[src/rtl/alu_exec_unit.sv]
// ---------------------------------------------------------------------------
// alu_exec_unit
//
// Execute-stage ALU that consumes the 4-bit control code from the ALU control
// decoder. An operation (code + two operands) is taken over an in_valid /
// in_ready handshake. The registered result, a zero flag and an illegal-code
// flag go back over an out_valid / out_ready handshake.
//
// Single-cycle operations produce their result one cycle after accept. They
// sustain one result per cycle when out_ready stays high. Multiply is an
// iterative shift-add over WIDTH cycles.
//
// Configuration macro:
//   ALU_EXEC_MUL_EN - when defined, code 1000 is an iterative multiply with
//                     its BUSY state, counter and shift registers. When
//                     undefined, none of that hardware is built and code
//                     1000 is reported as illegal with a 1-cycle latency.
//
// Parameters:
//   WIDTH  operand/result width in bits (>= 4)
//   CNT_W  multiply iteration counter width (2**CNT_W > WIDTH)
//
// Ports:
//   clk        clock, all state updates on the rising edge
//   rst_n      synchronous active-low reset
//   in_valid   operation request valid
//   in_ready   unit can accept a request this cycle
//   alu_ctrl   4-bit ALU control code
//   src_a      operand A
//   src_b      operand B
//   out_valid  result valid
//   out_ready  downstream accepts the result
//   result     registered result
//   zero       result == 0
//   illegal    accepted code was unsupported
// ---------------------------------------------------------------------------
module alu_exec_unit #(
    parameter int WIDTH = 32,
    parameter int CNT_W = 6
) (
    input  logic             clk,
    input  logic             rst_n,
    input  logic             in_valid,
    output logic             in_ready,
    input  logic [3:0]       alu_ctrl,
    input  logic [WIDTH-1:0] src_a,
    input  logic [WIDTH-1:0] src_b,
    output logic             out_valid,
    input  logic             out_ready,
    output logic [WIDTH-1:0] result,
    output logic             zero,
    output logic             illegal
);

    // Reject parameter combinations that would break the multiply counter or
    // the slt zero-extension at elaboration time, rather than in silicon.
    if (WIDTH < 4 || (2 ** CNT_W) <= WIDTH) begin : g_param_check
        $error("alu_exec_unit: WIDTH must be >= 4 and 2**CNT_W must exceed WIDTH");
    end

    typedef enum logic [1:0] {
        IDLE = 2'b00,
        DONE = 2'b01
`ifdef ALU_EXEC_MUL_EN
        ,
        BUSY = 2'b10
`endif
    } state_t;

    state_t state;

    logic             accept;
    logic             slt_lt;
    logic [WIDTH-1:0] op_result;
    logic             op_illegal;

`ifdef ALU_EXEC_MUL_EN
    logic             op_mul;
    logic [CNT_W-1:0] cnt;
    logic [WIDTH-1:0] mcand;
    logic [WIDTH-1:0] mplier;
    logic [WIDTH-1:0] acc;
    logic [WIDTH-1:0] acc_sum;
`endif

    // A finished result that is being consumed this cycle frees the unit, so
    // a new request can be taken in the same cycle (back-to-back issue).
    assign in_ready = (state == IDLE) || (state == DONE && out_ready);
    assign accept   = in_valid && in_ready;

    assign slt_lt = $signed(src_a) < $signed(src_b);

    // Decode the control code into a single-cycle result. Anything that is
    // not a supported code produces a zero result with the illegal flag set.
    always_comb begin
        op_result  = '0;
        op_illegal = 1'b0;
`ifdef ALU_EXEC_MUL_EN
        op_mul     = 1'b0;
`endif
        case (alu_ctrl)
            4'b0010: op_result = src_a + src_b;
            4'b0110: op_result = src_a - src_b;
            4'b0000: op_result = src_a & src_b;
            4'b0001: op_result = src_a | src_b;
            4'b0111: op_result = {{(WIDTH-1){1'b0}}, slt_lt};
            4'b1100: op_result = ~(src_a | src_b);
`ifdef ALU_EXEC_MUL_EN
            4'b1000: op_mul    = 1'b1;
`endif
            default: op_illegal = 1'b1;
        endcase
    end

`ifdef ALU_EXEC_MUL_EN
    // One shift-add step: fold the multiplicand in when the current
    // multiplier bit is set. Used both for the accumulator update and for
    // the final result on the last iteration.
    assign acc_sum = mplier[0] ? (acc + mcand) : acc;
`endif

    // Control FSM and all output/datapath registers. IDLE and DONE share the
    // launch path because a DONE result being drained can be replaced by a
    // new operation in the same cycle.
    always_ff @(posedge clk) begin
        if (!rst_n) begin
            state     <= IDLE;
            out_valid <= 1'b0;
            result    <= '0;
            zero      <= 1'b0;
            illegal   <= 1'b0;
`ifdef ALU_EXEC_MUL_EN
            cnt       <= '0;
            mcand     <= '0;
            mplier    <= '0;
            acc       <= '0;
`endif
        end else begin
            case (state)
                IDLE, DONE: begin
                    if (accept) begin
`ifdef ALU_EXEC_MUL_EN
                        if (op_mul) begin
                            state     <= BUSY;
                            out_valid <= 1'b0;
                            cnt       <= '0;
                            acc       <= '0;
                            mcand     <= src_a;
                            mplier    <= src_b;
                        end else
`endif
                        begin
                            state     <= DONE;
                            out_valid <= 1'b1;
                            result    <= op_result;
                            zero      <= (op_result == '0);
                            illegal   <= op_illegal;
                        end
                    end else if (state == DONE && out_ready) begin
                        state     <= IDLE;
                        out_valid <= 1'b0;
                    end
                end
`ifdef ALU_EXEC_MUL_EN
                BUSY: begin
                    acc    <= acc_sum;
                    mcand  <= mcand << 1;
                    mplier <= mplier >> 1;
                    cnt    <= cnt + CNT_W'(1);
                    if (cnt == CNT_W'(WIDTH - 1)) begin
                        state     <= DONE;
                        out_valid <= 1'b1;
                        result    <= acc_sum;
                        zero      <= (acc_sum == '0);
                        illegal   <= 1'b0;
                    end
                end
`endif
                default: begin
                    state     <= IDLE;
                    out_valid <= 1'b0;
                end
            endcase
        end
    end

endmodule

[config.mk]
export PLATFORM = sky130hd
export DESIGN_NAME = alu_exec_unit
export DESIGN_NICKNAME = d
export VERILOG_FILES = /design/src/rtl/alu_exec_unit.sv
export SDC_FILE = /design/constraint.sdc
export NUM_CORES = 1
export LEC_CHECK = 0
export BUFFER_PORTS_ARGS = -buffer_cell sky130_fd_sc_hd__buf_2
export CAP_MARGIN = 40
export CORE_ASPECT_RATIO = 2
export CORE_UTILIZATION = 54
export CTS_CLUSTER_SIZE = 40
export DETAILED_ROUTE_END_ITERATION = 6
export PLACE_DENSITY_LB_ADDON = 0.1
export REMOVE_ABC_BUFFERS = 1
export SYNTH_ARGS = -nofsm -noshare
export SYNTH_HDL_FRONTEND = slang
export SYNTH_SLANG_ARGS = --single-unit
[constraint.sdc]
create_clock -name clk -period 3.4 [get_ports clk]
set_clock_uncertainty 0.05 [all_clocks]
set_input_delay 0.17 -clock clk [delete_from_list [all_inputs] [get_ports clk]]
set_output_delay 0.17 -clock clk [all_outputs]
set_load 0.005 [all_outputs]
After elaboration in Yosys (flattened, before gate mapping)
Cells that the tools add are included.

Flip-flop bits (word level): 36. Input bits: 72. Output and inout port bits: 36. Logic and storage cells: 33.

$add $sub $neg: 2. Magnitude comparators: 1. Equality and inequality tests: 5. Multiplexer cells: 6. Bitwise operators: 3. Reductions and logical operators: 11.

Operators by type and width (count): case mux 32 bit (6 select lines) (1); adder 32 bit (1); bitwise AND 32 bit (1); zero test 32 bit (1); < comparator 32 bit (1); NOT 32 bit (1); OR 32 bit (1); subtractor 32 bit (1); equality test 4 x 3 -> 1 bit (second input constant) (2); OR reduction 6 bit (1); 2-to-1 mux 1 bit (5); equality test 4 x 1 -> 1 bit (second input constant) (1); equality test 4 x 2 -> 1 bit (second input constant) (1); equality test 4 bit (second input constant) (1); zero test 4 bit (1); AND reduction 2 bit (2); logical AND 1 bit (2); zero test 2 bit (1); nonzero test 2 bit (1); OR reduction 2 bit (1); logical OR 1 bit (1).

Logic depth before layout (Yosys ltp)
Gate-level depths: netlist (run 1).

Word-level depth: 4. Mapped depth: 14. Gate-level depth less buffers: 14.

Least setup slack after synthesis (run 1)
OpenSTA, ideal clock, no wires.

Path type: input port to flip-flop. Start: input src_a[0]. End: register zero. Setup time: 84 ps. Arrival time: 3074 ps. Data required time: 3266 ps. Slack: 192 ps. Cell stages on the path: 14. Buffers on the path: 0. Path through: ha_1 > inv_1 > fa_1 > nor2b_1 > o2111ai_1 > a2111oi_2 > o32a_1 > o221ai_1 > a21oi_2 > o2111ai_1 > or4_1 > nor4_2 > nand4_1 > o31ai_2.

Cells in the longest elaborated chain, start to end: 4. Elaborated cells on any way between the ends: 8. Those cells by class: add/sub: 2; order compare: 1; mux: 1; bitwise: 3; reduce/logical: 1.

RTL lines: start, declared (RTL line 46) `input logic [WIDTH-1:0] src_a,`; branches (longest 2 deep; another with subtractor 32 bit); case mux 32 bit (6 select lines) * (RTL line 101) `case (alu_ctrl)`; zero test 32 bit * (RTL line 156) `zero <= (op_result == '0);`; end signal, assigned (RTL line 156); end, declared (RTL line 51) `output logic zero,`.

Mark *: on every way between the ends. A chain may end at the register's enable or synchronous reset.

Worst setup path in the final report (run 1)
Start: input src_a[7]. End: register zero.

The elaborated chain is that of the path after synthesis.

==> results of run 1 <==
## cells in the final DEF, fill, tap and decap left out, types with 11 or more instances in the layout
cell | synthesis | layout
buf_2 | 4 | 108
nor3_1 | 32 | 30
ha_1 | 99 | 97
o211ai_1 | 11 | 11
nor2b_1 | 13 | 12
nand3_1 | 12 | 12
a221oi_1 | 22 | 21
a211oi_1 | 21 | 20
a21o_1 | 17 | 17
o31ai_1 | 15 | 15
inv_1 | 89 | 87
nor4_1 | 12 | 11
a21oi_1 | 80 | 75
dfxtp_1 | 35 | 35
nand2_1 | 61 | 61
a221o_1 | 20 | 20
buf_4 | 2 | 207
nor2_1 | 136 | 135
o21ai_0 | 45 | 42
## flip-flops by register name (all words and copies together) (netlist names)
| signal | flops |
|---|---|
| result | 32 |
| illegal | 1 |
| state | 1 |
| zero | 1 |
## metal layers
layer / up-vias / track usage [%] / routed length [um]
met5: - / 0 / 0
met4: 0 / 44.3 / 3440
met3: 248 / 14.2 / 2230
met2: 544 / 79.9 / 14900
met1: 4100 / 42.3 / 8990
li1: 4083 / - / -
## critical path: stages
cell      delay, ns
buf_2          0.10
inv_1          0.04
ha_1           0.35
a21oi_1        0.19
buf_4          0.16
o21ai_1        0.08
buf_4          0.16
a21oi_2        0.16
a21boi_2       0.10
buf_4          0.15
o211ai_1       0.24
a21oi_1        0.11
or2_2          0.30
a221o_1        0.37
a21oi_2        0.20
buf_4          0.16
nand4_1        0.17
o31ai_2        0.21
## logic make-up after synthesis
group                      after synthesis
xor gates and xnor gates                 7
buffers and inverters                  144
and+or+nand+nor                        319
muxes                                    7
adders and majority gates              101
AOI/OAI and AO/OA                      347
DFF                                     35
## final timing paths
check / startpoint / to / slack, ns / depth (start not counted)
worst max-delay path: src_a[7] / zero$_SDFFE_PN0P_ / 0.13 / 18
worst min-delay path: in_valid / state[0]$_SDFFE_PN0P_ / 0.15 / 3
worst max register to register: state[0]$_SDFFE_PN0P_ / zero$_SDFFE_PN0P_ / 0.70 / 10
worst min register to register: result[7]$_SDFFE_PN0P_ / result[7]$_SDFFE_PN0P_ / 0.42 / 2
## metrics by stage
step | total power, W | cells
after floorplan | 0.00118 | 906
after global placement | 0.00182 | 1365
after detailed placement | 0.00183 | 1367
after CTS | 0.00240 | 1375
after global routing | 0.00263 | 1380
final | 0.00250 | 1380
## report_power, final
part           total (W)  internal [W]  switching (W)  leakage, nW
Combinational    0.00147      0.000646       0.000828         4.19
Clock           0.000566      0.000365       0.000201       0.0868
Sequential      0.000464      0.000443      0.0000208        0.289
## layout make-up
cell class	instances	area share, %
clock buffers	6	1.50
well taps	147	1.99
clock inverters	2	0.379
multi-input cells	781	61.3
inverters	90	3.66
flip-flops and latches	35	7.59
repair buffers	319	23.5
## what timing repair did
item,4_1_cts,5_1_grt
endpoints found under the setup margin,1,3
buffers inserted,0,4
hold buffers,0,0
pin swaps,0,14
gates cloned,0,0
gates resized for setup,2,34
==> results.md, run 1 <==
* Status: complete, no violations
* Synth cell count leaders: nor2_1, ha_1, inv_1
* Reg clk slew, reported paths at 0.06 ns
* Top cell type's share of synthesized area at 18.5%
* # setup viols final at 0
* DR vias at between 8k and 9k
* Synth area leaders: ha_1, dfxtp_1, nor2_1, a21oi_1, inv_1
* Max Cap Violations at 0
* Flops & latches, synth at 35
* Peak VDD IR at approximately 200 uV
* Port bufs at 107
* Final setup margin at 0.126 ns
* Clock buffer depth at 2
* Crit. End Element: register
* F_max at a little over 0.3 GHz
* Required time worst endpoint at between 3 and 4 ns
* Post-route cell area at 0.00924 sq mm
* Slew headroom at 45.0%
* First-pass GRT wire length at 46.2 mm
* Placement Setup Slack at -0.314 ns
* P&R area growth vs syn at 37.6%
* Main combinational cell family by area after synthesis: compound AO/OA/AOI/OAI gates
* Total CTS buffers at 5
* Largest net degree at the start of global routing at 33
* Synth area leader: ha_1
* Core Footprint at 0.0121 sq mm
* Clock Latency Late Sink at 0.29 ns
* PD cells at 271 mW/mm^2
* Final ANT Viol Nets at 0
* Chip width at 80.8 um
* Top_reg_cell synth: dfxtp_1
* Row count at 57
* Fillers at a little under 1k
* Via density at 6.50
* Net count reported at finish at 1405
* Unique masters post-synth at 86
* Yosys warning count at 0
* Post-synthesis simple-gate area fraction at approximately 22%
* CTS Root Cell: clkbuf_16
* Area taken by multi-input logic gates at 0.00567 sq mm
* Final worst path period share at 96.3%
* Syn avg cell area at about 7 sq um
* Setup TNS Final at 0 ns
* Register area at between 700 and 800 sq um
* Total iterations of the first detailed-routing run at 6
* Worst Setup Path Type: primary input to register
* CTS tree: yes
* Mux contribution to synthesized area at 1.06%
* Hold WS at 0.147 ns
* GR Overflow Total at 0
* Number of global-route vias before repair at ~9.0k
* Final WL at 29.6 mm
* Drc violations at 0
* Synth Cell Area at 0.00671 sq mm
* Hold crit path type: primary input to register
* EDFF count, synth at 0
* I/O Pins at 108
* Sinks on Clock Net at 35
* Overall Global Routing Usage at 47.1%
* XOR/XNOR Fraction of Synth Area at 0.913%
* Post-Synthesis Cells at 960
* Worst Path Max Fanout at 5
* N_diodes at 0
* Worst EP arrival at 3.43 ns
* H-tree depth at 2
* Initial antenna violation count at 0
* Initial core utilization at 55.4%
* Most common cell in the netlist: nor2_1
* Leak at 4.57 nW
* Crit start category: primary input
* Full die area at 0.0129 sq mm
* DRT iter0 DRCs at 779
* Area post-placement at about 0.009 sq mm
* Drt wl/cell at 21.4 um
* Area share of fa/ha/maj cells after synthesis at a little under a fifth
* Layout cells sized above 1 at 31.5%
* Async SR Flop Fraction at 0%
* Die Y at 160 um
* Register area share after synthesis at 10.4%
* Max-slew violations at 0
* Final hold violation count at 0
* Measured slew at the worst slew-check pin at 0.822 ns
* RD Place Congestion at 1.06
* Hpwl dp at 23.1 mm
* Fin util at 76.2%
* Post-layout min period at 3.27 ns
* Compound-Gate Fraction of Synth Area at 37.8%
(Power assumes the default switching activity.)
==> inputs of run 2 (changes only) <==
Settings changed: SETUP_SLACK_MARGIN set to 0.4.
==> run 2 against run 1 <==
Effect of this change:
- the flow now stops in global routing (5_1_grt)
- area after synthesis unchanged
- synthesized cell count unchanged
==> results.md, run 2 <==
* Synth area leader: ha_1 (unchanged)
* Top cell type's share of synthesized area at 18.5% (unchanged)
* Row count at 57 (unchanged)
* Async SR Flop Fraction at 0% (unchanged)
* CTS Root Cell: clkbuf_16 (unchanged)
* Worst Endpoint after GRT Repair: zero$_SDFFE_PN0P_/D
* RD Place Congestion at 1.06 (unchanged)
* GR Overflow Total at 14
* I/O Pins at 108 (unchanged)
* Hpwl dp at 23.1 mm (unchanged)
* Status: aborted with a tool error (was complete, no violations)
* Largest net degree at the start of global routing at 33
* Worst-path end type: sequential cell input
* Synth area leaders: ha_1, dfxtp_1, nor2_1, a21oi_1, inv_1 (unchanged)
* Post-Synthesis Cells at 960 (unchanged)
* XOR/XNOR Fraction of Synth Area at 0.913% (unchanged)
* Port bufs at 107 (unchanged)
* H-tree depth at 2 (unchanged)
* Failed at: global routing (5_1_grt)
* Synth Cell Area at 0.00671 sq mm (unchanged)
* Unique masters post-synth at 86 (unchanged)
* Main combinational cell family by area after synthesis: compound AO/OA/AOI/OAI gates (unchanged)
* Total CTS buffers at 5 (unchanged)
* Register area share after synthesis at 10.4% (unchanged)
* Yosys warning count at 0 (unchanged)
* Post-synthesis simple-gate area fraction at 22.3% (unchanged)
* Overall Global Routing Usage at 57.7%
* Chip width at 80.8 um (unchanged)
* Placement Setup Slack at -0.314 ns (unchanged)
* First Err: [ERROR GRT-0232] Routing congestion too high. Check the congestion heatmap in the GUI.
* Flops & latches, synth at 35 (unchanged)
* Cells after DPL at 1367 (unchanged)
* Compound-Gate Fraction of Synth Area at 37.8% (unchanged)
* Die Y at 160 um (unchanged)
* Initial core utilization at 55.4% (unchanged)
* Area share of fa/ha/maj cells after synthesis at 19.0% (unchanged)
* Synth cell count leaders: nor2_1, ha_1, inv_1 (unchanged)
* Post-CTS Hold Buffers at 0 (unchanged)
* Sinks on Clock Net at 35 (unchanged)
* Mux contribution to synthesized area at 1.06% (unchanged)
* Top_reg_cell synth: dfxtp_1 (unchanged)
* Clock buffer depth at 2 (unchanged)
* Most common cell in the netlist: nor2_1 (unchanged)
* Syn avg cell area at 6.99 sq um (unchanged)
* EDFF count, synth at 0 (unchanged)
run 2: cell counts after synthesis:
Identical to the previous run, type by type.
run 2: what timing repair did:
action | 4_1_cts
pin swaps | 50
buffers inserted | 17
setup endpoints to repair | 6
cloned | 0
hold endpoints to repair | 0
resized for setup | 89
run 2: per-layer routing:
layer	global-route usage, %	overflow
met5	1.25	0
met4	55.4	9
met3	30.2	0
met2	84.1	5
met1	56.3	0
run 2: kinds of logic after synthesis:
kind of cell               count (synthesis)
AOI/OAI and AO/OA                        347
and+or+nand+nor                          319
buffers and inverters                    144
adders and majority gates                101
DFF                                       35
xor gates and xnor gates                   7
muxes                                      7
run 2: per-stage QoR:
stage | setup TNS [ns] | instance area [sq um] | hold slack [ns]
3_5_place_dp | -0.445 | 8830 | 0.405
4_1_cts | 0 | 9590 | 0.145
3_3_place_gp | -0.275 | 8800 | 0.394
2_1_floorplan | -3.18 | 6480 | 0.238
==> inputs of run 3 (changes only) <==
Settings changed: CORE_ASPECT_RATIO 2 to not set, CORE_UTILIZATION 54 to 40, CTS_CLUSTER_SIZE 40 to not set, PLACE_DENSITY_LB_ADDON 0.1 to 0.15, SETUP_SLACK_MARGIN 0.4 to not set.
Clock period 3.4 ns to 4.4 ns, I/O delays scaled along.
==> run 3 against run 2 <==
Effect of this change:
- the flow now finishes without violations
==> results.md, run 3 (same netlist as run 1, synthesis figures left out) <==
* Status: complete, no violations (was aborted with a tool error)
* RSZ-0062 raised after global routing: no
* Total iterations of the first detailed-routing run at 5
* CP Launch Point: src_a[0]
* Peak VDD IR at 133 uV
* Leak at 3.61 nW
* Post-CTS sizing at 0 (was 89)
* Commonest non-fill, non-tap cell in the layout: nor2_1
* Sinks on Clock Net at 35 (unchanged)
* CP max stage delay at 0.44 ns
* Clock buffer depth at 2 (unchanged)
* H-tree depth at 2 (unchanged)
* Slew headroom at around 44%
* Worst Path Max Fanout at 4
* Drc violations at 0
* RD Place Congestion at 0.935 (was 1.06)
* I/O Pins at 108 (unchanged)
* DRT iter0 DRCs at approximately 860
* Net count reported at finish at 1218
* Total CTS buffers at 5 (unchanged)
* Layout cells sized above 1 at 16.8%
* Max reg flops at 32
* Core Footprint at 0.0161 sq mm
* Drt wl/cell at roughly 19 um
* Crit path max-delay family: compound AO/OA/AOI/OAI gates
* Crit start category: primary input
* Clock Latency Late Sink at 0.29 ns
* Measured slew at the worst slew-check pin at 0.836 ns
* CTS Root Cell: clkbuf_16 (unchanged)
* Die Y at 132 um (was 160 um)
* Final WL at about 24 mm
* DR vias at between 7k and 8k
* Reg clk slew, reported paths at 0.06 ns
* # setup viols final at 0
* Hold crit path type: primary input to register
* F_max at 0.278 GHz
* Area post-placement at 0.00753 sq mm (was 0.00883 sq mm)
* P&R area growth vs syn at 14.3%
* Crit path cell chain: buf_2, inv_1, ha_1, fa_1, nor2_1, o311ai_1, o21ai_0, a41oi_1, a21oi_1, xnor2_1, o2111ai_1, or4_1, nor4_2, nand4_1, o31ai_2
* Number of global-route vias before repair at 7019
* Max-slew violations at 0
* Overall Global Routing Usage at 27.3%
* Post-layout min period at 3.59 ns
* Top reg by flops: result
* Worst EP arrival at around 3.8 ns
* Post-Layout Cell Count at 1261
* Crit. End Element: register
* RR Startpoint: state[0]$_SDFFE_PN0P_
* Required time worst endpoint at about 4.6 ns
* Largest net degree at the start of global routing at 35
* Worst hold path startpoint: in_valid
* Bufs and invs on worst path at 2
* Row count at 46 (was 57)
* Post-route cell area at approximately 0.0077 sq mm
* Cells after DPL at 1254 (was 1367)
* Via density at around 6.1
* Final worst path period share at roughly four fifths
* CTS tree: yes
* Final hold violation count at 0
* Initial core utilization at 41.7% (was 55.4%)
* Worst Setup Path Type: primary input to register
* PD cells at 206 mW/mm^2
* Full die area at 0.0173 sq mm
* N_diodes at 0
* Final ANT Viol Nets at 0
* Initial antenna violation count at 0
* Max Cap Violations at 0
* Port bufs at 107 (unchanged)
* GR Overflow Total at 0
* Hpwl dp at 18.7 mm (was 23.1 mm)
* First-pass GRT wire length at 38.2 mm
* Chip width at 132 um (was 80.8 um)
* Post-CTS Hold Buffers at 0 (unchanged)
* Hold WS at 0.200 ns
* Commonest cells after routing, fill and taps aside: nor2_1, buf_2, ha_1
* Setup TNS Final at 0 ns
* Critical path's slowest cell: or4_1
* # Post-CTS Setup Buffers at 0 (was 17)
## run 3: worst reg2reg max path, stage by stage (launching register included)
cell      delay, ns
dfxtp_1        0.35
a221o_1        0.34
a311oi_1       0.37
nand3_1        0.16
nor3_1         0.25
nand4_1        0.15
nor4_1         0.28
nand4b_1       0.20
nor4_2         0.18
nand4_1        0.13
o31ai_2        0.22
## run 3: stage by stage
stage	util, %	power, W	worst slack (ns)
after floorplan	-	0.000909	0.321
after global placement	46.5	0.00119	0.524
after detailed placement	46.7	0.00119	0.571
after CTS	47.6	0.00157	0.858
after global routing	47.6	0.00168	0.589
final	47.6	0.00158	0.809
## run 3: cell type report
type | instances | area, sq um
Clock buffer | 6 | 139
Clock inverter | 1 | 5.00
Fill cell | 1697 | 8440
Inverter | 90 | 338
Multi-Input combinational cell | 781 | 5480
Sequential cell | 35 | 701
Tap cell | 216 | 270
Timing Repair Buffer | 132 | 743
## run 3: final timing paths
| path | end | slack [ns] | cells after the start |
|---|---|---|---|
| setup / recovery | zero$_SDFFE_PN0P_ | 0.81 | 15 |
| setup reg to reg | zero$_SDFFE_PN0P_ | 1.63 | 10 |
| hold / removal | state[0]$_SDFFE_PN0P_ | 0.20 | 3 |
| hold reg to reg | result[13]$_SDFFE_PN0P_ | 0.40 | 2 |
## run 3: where the power goes
group          internal [W]  total (W)  switching [W]  leakage (nW)
registers          0.000342   0.000357      0.0000148         0.289
clock network      0.000222   0.000378       0.000156        0.0727
logic              0.000317   0.000846       0.000529          3.25
total              0.000881    0.00158       0.000700          3.61
## run 3: per-layer routing
layer | GRT usage, % | vias to the layer above | share of wire, % | wire length (um)
met5 | 0 | - | 0 | 0
met4 | 5.68 | 0 | 1.6 | 375
met3 | 2.70 | 33 | 7.4 | 1770
met2 | 42.7 | 355 | 44 | 10500
met1 | 40.0 | 3532 | 47 | 11300
li1 | - | 3712 | - | -
==> inputs of run 4 (changes only) <==
Settings changed: ABC_AREA set to 1.
Clock period 4.4 ns to 3.63 ns, I/O delays scaled along.
==> run 4 against run 3 <==
Effect of this change:
- the run now ends with DRC left
- critical endpoint unchanged
- clock power grew 18%
- synthesized cell count grew 49%
- non-clock buffer count shrank 16
- largest power group unchanged
- sequential power grew 20%
- register-to-register slack gained 0.09 ns
- cell count grew 39%
- cell area grew 10%
- die area grew 13%
- via count grew 19%
- sequential cell count is the same
- first-iteration DRC count shrank 15%
- clock-buffer cell count grew 2
==> results.md, run 4 <==
* Most common cell in the netlist: nand2_1 (was nor2_1)
* Sinks on Clock Net at 35 (unchanged)
* # setup viols final at 0 (unchanged)
* H-tree depth at 2 (unchanged)
* Failing checks: DRC
* Overall Global Routing Usage at 28.7% (was 27.3%)
* DRT iter0 DRCs at 726 (was 855)
* Layout cells sized above 1 at 9.70% (was 16.8%)
* Hold path depth at 4 (was 3)
* Bufs and invs on worst path at 3 (was 2)
* Area post-placement at 0.00829 sq mm (was 0.00753 sq mm)
* Slew headroom at 40.7% (was 44.1%)
* Register area share after synthesis at 9.20% (was 10.4%)
* I/O Pins at 108 (unchanged)
* Placement Setup Slack at 0.698 ns (was 0.571 ns)
* Top cell type's share of synthesized area at 19.4% (was 18.5%)
* Post-CTS sizing at 0 (unchanged)
* Measured slew at the worst slew-check pin at 0.889 ns (was 0.836 ns)
* Max-slew violations at 0 (unchanged)
* Final hold violation count at 0 (unchanged)
* Synth Cell Area at 0.00762 sq mm (was 0.00671 sq mm)
* First-pass GRT wire length at 43.4 mm (was 38.2 mm)
* Initial core utilization at 40.7% (was 41.7%)
* Reg clk slew, reported paths at 0.05 ns (was 0.06 ns)
* Largest net degree at the start of global routing at 48 (was 35)
* Fillers at 2132 (was 1697)
* Chip width at 140 um (was 132 um)
* Clock Latency Late Sink at 0.28 ns (was 0.29 ns)
* Post-synthesis simple-gate area fraction at 43.6% (was 22.3%)
* Flops & latches, synth at 35 (unchanged)
* GR Overflow Total at 0 (unchanged)
* RSZ-0062 raised after global routing: no (unchanged)
* Leak at 5.06 nW (was 3.61 nW)
* EDFF count, synth at 0 (unchanged)
* Synth cell count leaders: nand2_1, inv_1, nor2_1 (was nor2_1, ha_1, inv_1)
* DR vias at 9076 (was 7632)
* CTS tree: yes (unchanged)
* Mux contribution to synthesized area at 0% (was 1.06%)
* Critical path's most frequent cell: nand2_1
* Yosys warning count at 0 (unchanged)
* Compound-Gate Fraction of Synth Area at 13.6% (was 37.8%)
* Final setup margin at 0.837 ns (was 0.809 ns)
* Unique masters post-synth at 36 (was 86)
* Main combinational cell family by area after synthesis: simple AND/OR/NAND/NOR gates (was compound AO/OA/AOI/OAI gates)
* Crit start category: primary input (unchanged)
* Top_reg_cell synth: dfxtp_1 (unchanged)
* Area share of fa/ha/maj cells after synthesis at 16.8% (was 19.0%)
* Worst EP arrival at 2.95 ns (was 3.75 ns)
* Worst Path Max Fanout at 10 (was 4)
* Crit path max-delay family: simple AND/OR/NAND/NOR gates (was compound AO/OA/AOI/OAI gates)
* Total iterations of the first detailed-routing run at 7 (was 5)
* Area taken by multi-input logic gates at 0.00565 sq mm (was 0.00548 sq mm)
* Setup TNS Final at 0 ns (unchanged)
* Final ANT Viol Nets at 0 (unchanged)
* Max Cap Violations at 0 (unchanged)
* Hold crit path type: primary input to register (unchanged)
* Commonest cells after routing, fill and taps aside: nand2_1, inv_1, nor2_1 (was nor2_1, buf_2, ha_1)
* Total CTS buffers at 5 (unchanged)
* Drt wl/cell at 16.1 um (was 19.0 um)
* Final WL at 28.3 mm (was 23.9 mm)
* Initial antenna violation count at 1 (was 0)
* Register area at 701 sq um (unchanged)
* CP max stage delay at 0.50 ns (was 0.44 ns)
* CTS Root Cell: clkbuf_16 (unchanged)
* Reg2reg path depth at 14 (was 10)
* Number of global-route vias before repair at 8015 (was 7019)
* Final worst path period share at 77.0%
* Synth area leader: nand2_1 (was ha_1)
* Hpwl dp at 23.9 mm (was 18.7 mm)
* Critical path's slowest cell: ha_1 (was or4_1)
* Stages on the worst setup path at 21 (was 15)
* Port bufs at 107 (unchanged)
* # Post-CTS Setup Buffers at 0 (unchanged)
* Crit path cell chain: buf_2, inv_1, ha_1, nand2_1, nand2_1, inv_1, nand2_2, nand2_1, nand2_1, nand2_1, nand2_1, nand2_1, nand3_1, nand2_1, nor2_1, nand2_1, nor2_1, nand3_1, nor2_1, nand3_1, a21oi_1 (was buf_2, inv_1, ha_1, fa_1, nor2_1, o311ai_1, o21ai_0, a41oi_1, a21oi_1, xnor2_1, o2111ai_1, or4_1, nor4_2, nand4_1, o31ai_2)
* Peak VDD IR at 165 uV (was 133 uV)
* Max reg flops at 32 (unchanged)
* RD Place Congestion at 0.958 (was 0.935)
* Syn avg cell area at 5.31 sq um (was 6.99 sq um)
* Worst Setup Path Type: primary input to register (unchanged)
* XOR/XNOR Fraction of Synth Area at 0.230% (was 0.913%)
* Row count at 50 (was 46)
* Clock buffer depth at 2 (unchanged)
* Async SR Flop Fraction at 0% (unchanged)
* Required time worst endpoint at 3.79 ns (was 4.56 ns)
* F_max at 0.358 GHz
* Synth area leaders: nand2_1, ha_1, inv_1, nor2_1, dfxtp_1 (was ha_1, dfxtp_1, nor2_1, a21oi_1, inv_1)
* Crit. End Element: register (unchanged)
* Commonest non-fill, non-tap cell in the layout: nand2_1 (was nor2_1)
* PD cells at 231 mW/mm^2 (was 206 mW/mm^2)
* Post-layout min period at 2.79 ns
* Drc violations at 2 (was 0)
* Post-route cell area at 0.00845 sq mm (was 0.00767 sq mm)
* Post-Synthesis Cells at 1435 (was 960)
* Full die area at 0.0196 sq mm (was 0.0173 sq mm)
* Post-CTS Hold Buffers at 0 (unchanged)
* Net count reported at finish at 1688 (was 1218)
* P&R area growth vs syn at 11.0% (was 14.3%)
* Top reg by flops: result (unchanged)
* Die Y at 140 um (was 132 um)
* Via density at 5.18 (was 6.05)
* Status: finished with violations (was complete, no violations)
* Core Footprint at 0.0187 sq mm (was 0.0161 sq mm)
## run 4: path summary, 6_finish.rpt
kind / startpoint / to / slack, ns
max: src_a[2] / zero$_SDFFE_PN0P_ / 0.84
min: out_ready / state[0]$_SDFFE_PN0P_ / 0.15
max reg2reg: state[0]$_SDFFE_PN0P_ / zero$_SDFFE_PN0P_ / 1.72
min reg2reg: zero$_SDFFE_PN0P_ / zero$_SDFFE_PN0P_ / 0.44
## run 4: per-stage QoR
stage	hold slack [ns]	instances	utilization [%]	total power, W
2_1_floorplan	0.270	1392	-	0.00114
3_3_place_gp	0.424	1741	44.3	0.00149
3_5_place_dp	0.422	1742	44.3	0.00149
4_1_cts	0.145	1750	45.2	0.00194
5_1_grt	0.175	1750	45.2	0.00211
6_report	0.147	1751	45.2	0.00195
## run 4: cell type report
type	instances	share of cell area [%]
Inverter	276	12.3
Multi-Input combinational cell	1081	66.9
Clock buffer	8	1.85
Antenna cell	1	0.0296
Tap cell	234	3.46
Sequential cell	35	8.29
Timing Repair Buffer	116	7.22
## run 4: worst min-delay path, stage by stage
cell and delay (ns):
buf_2 0.07, inv_1 0.03, nand2_1 0.08, a21oi_1 0.07
## run 4: kinds of logic (layout without fill, tap and decap cells)
logic type | Yosys count | after routing
AO/OA/AOI/OAI | 178 | 178
XOR/XNOR | 2 | 2
adder cells (fa/ha/maj) | 101 | 101
buffers and inverters | 319 | 400
flip-flops | 35 | 35
other | 0 | 1
AND/OR/NAND/NOR | 800 | 800
## run 4: metal layers
layer  up-vias  track usage (%)  wire [um]
li1       4650                -          -
met1      4076             43.7      14100
met2       335             44.5      11800
met3        15             1.91       2100
met4         0             4.05        206
met5         -                0          0
## run 4: power by group
group	internal (W)	switching, W	total [W]
clock network	0.000292	0.000154	0.000446
registers	0.000414	0.0000142	0.000428
logic	0.000342	0.000739	0.00108
total	0.00105	0.000907	0.00195
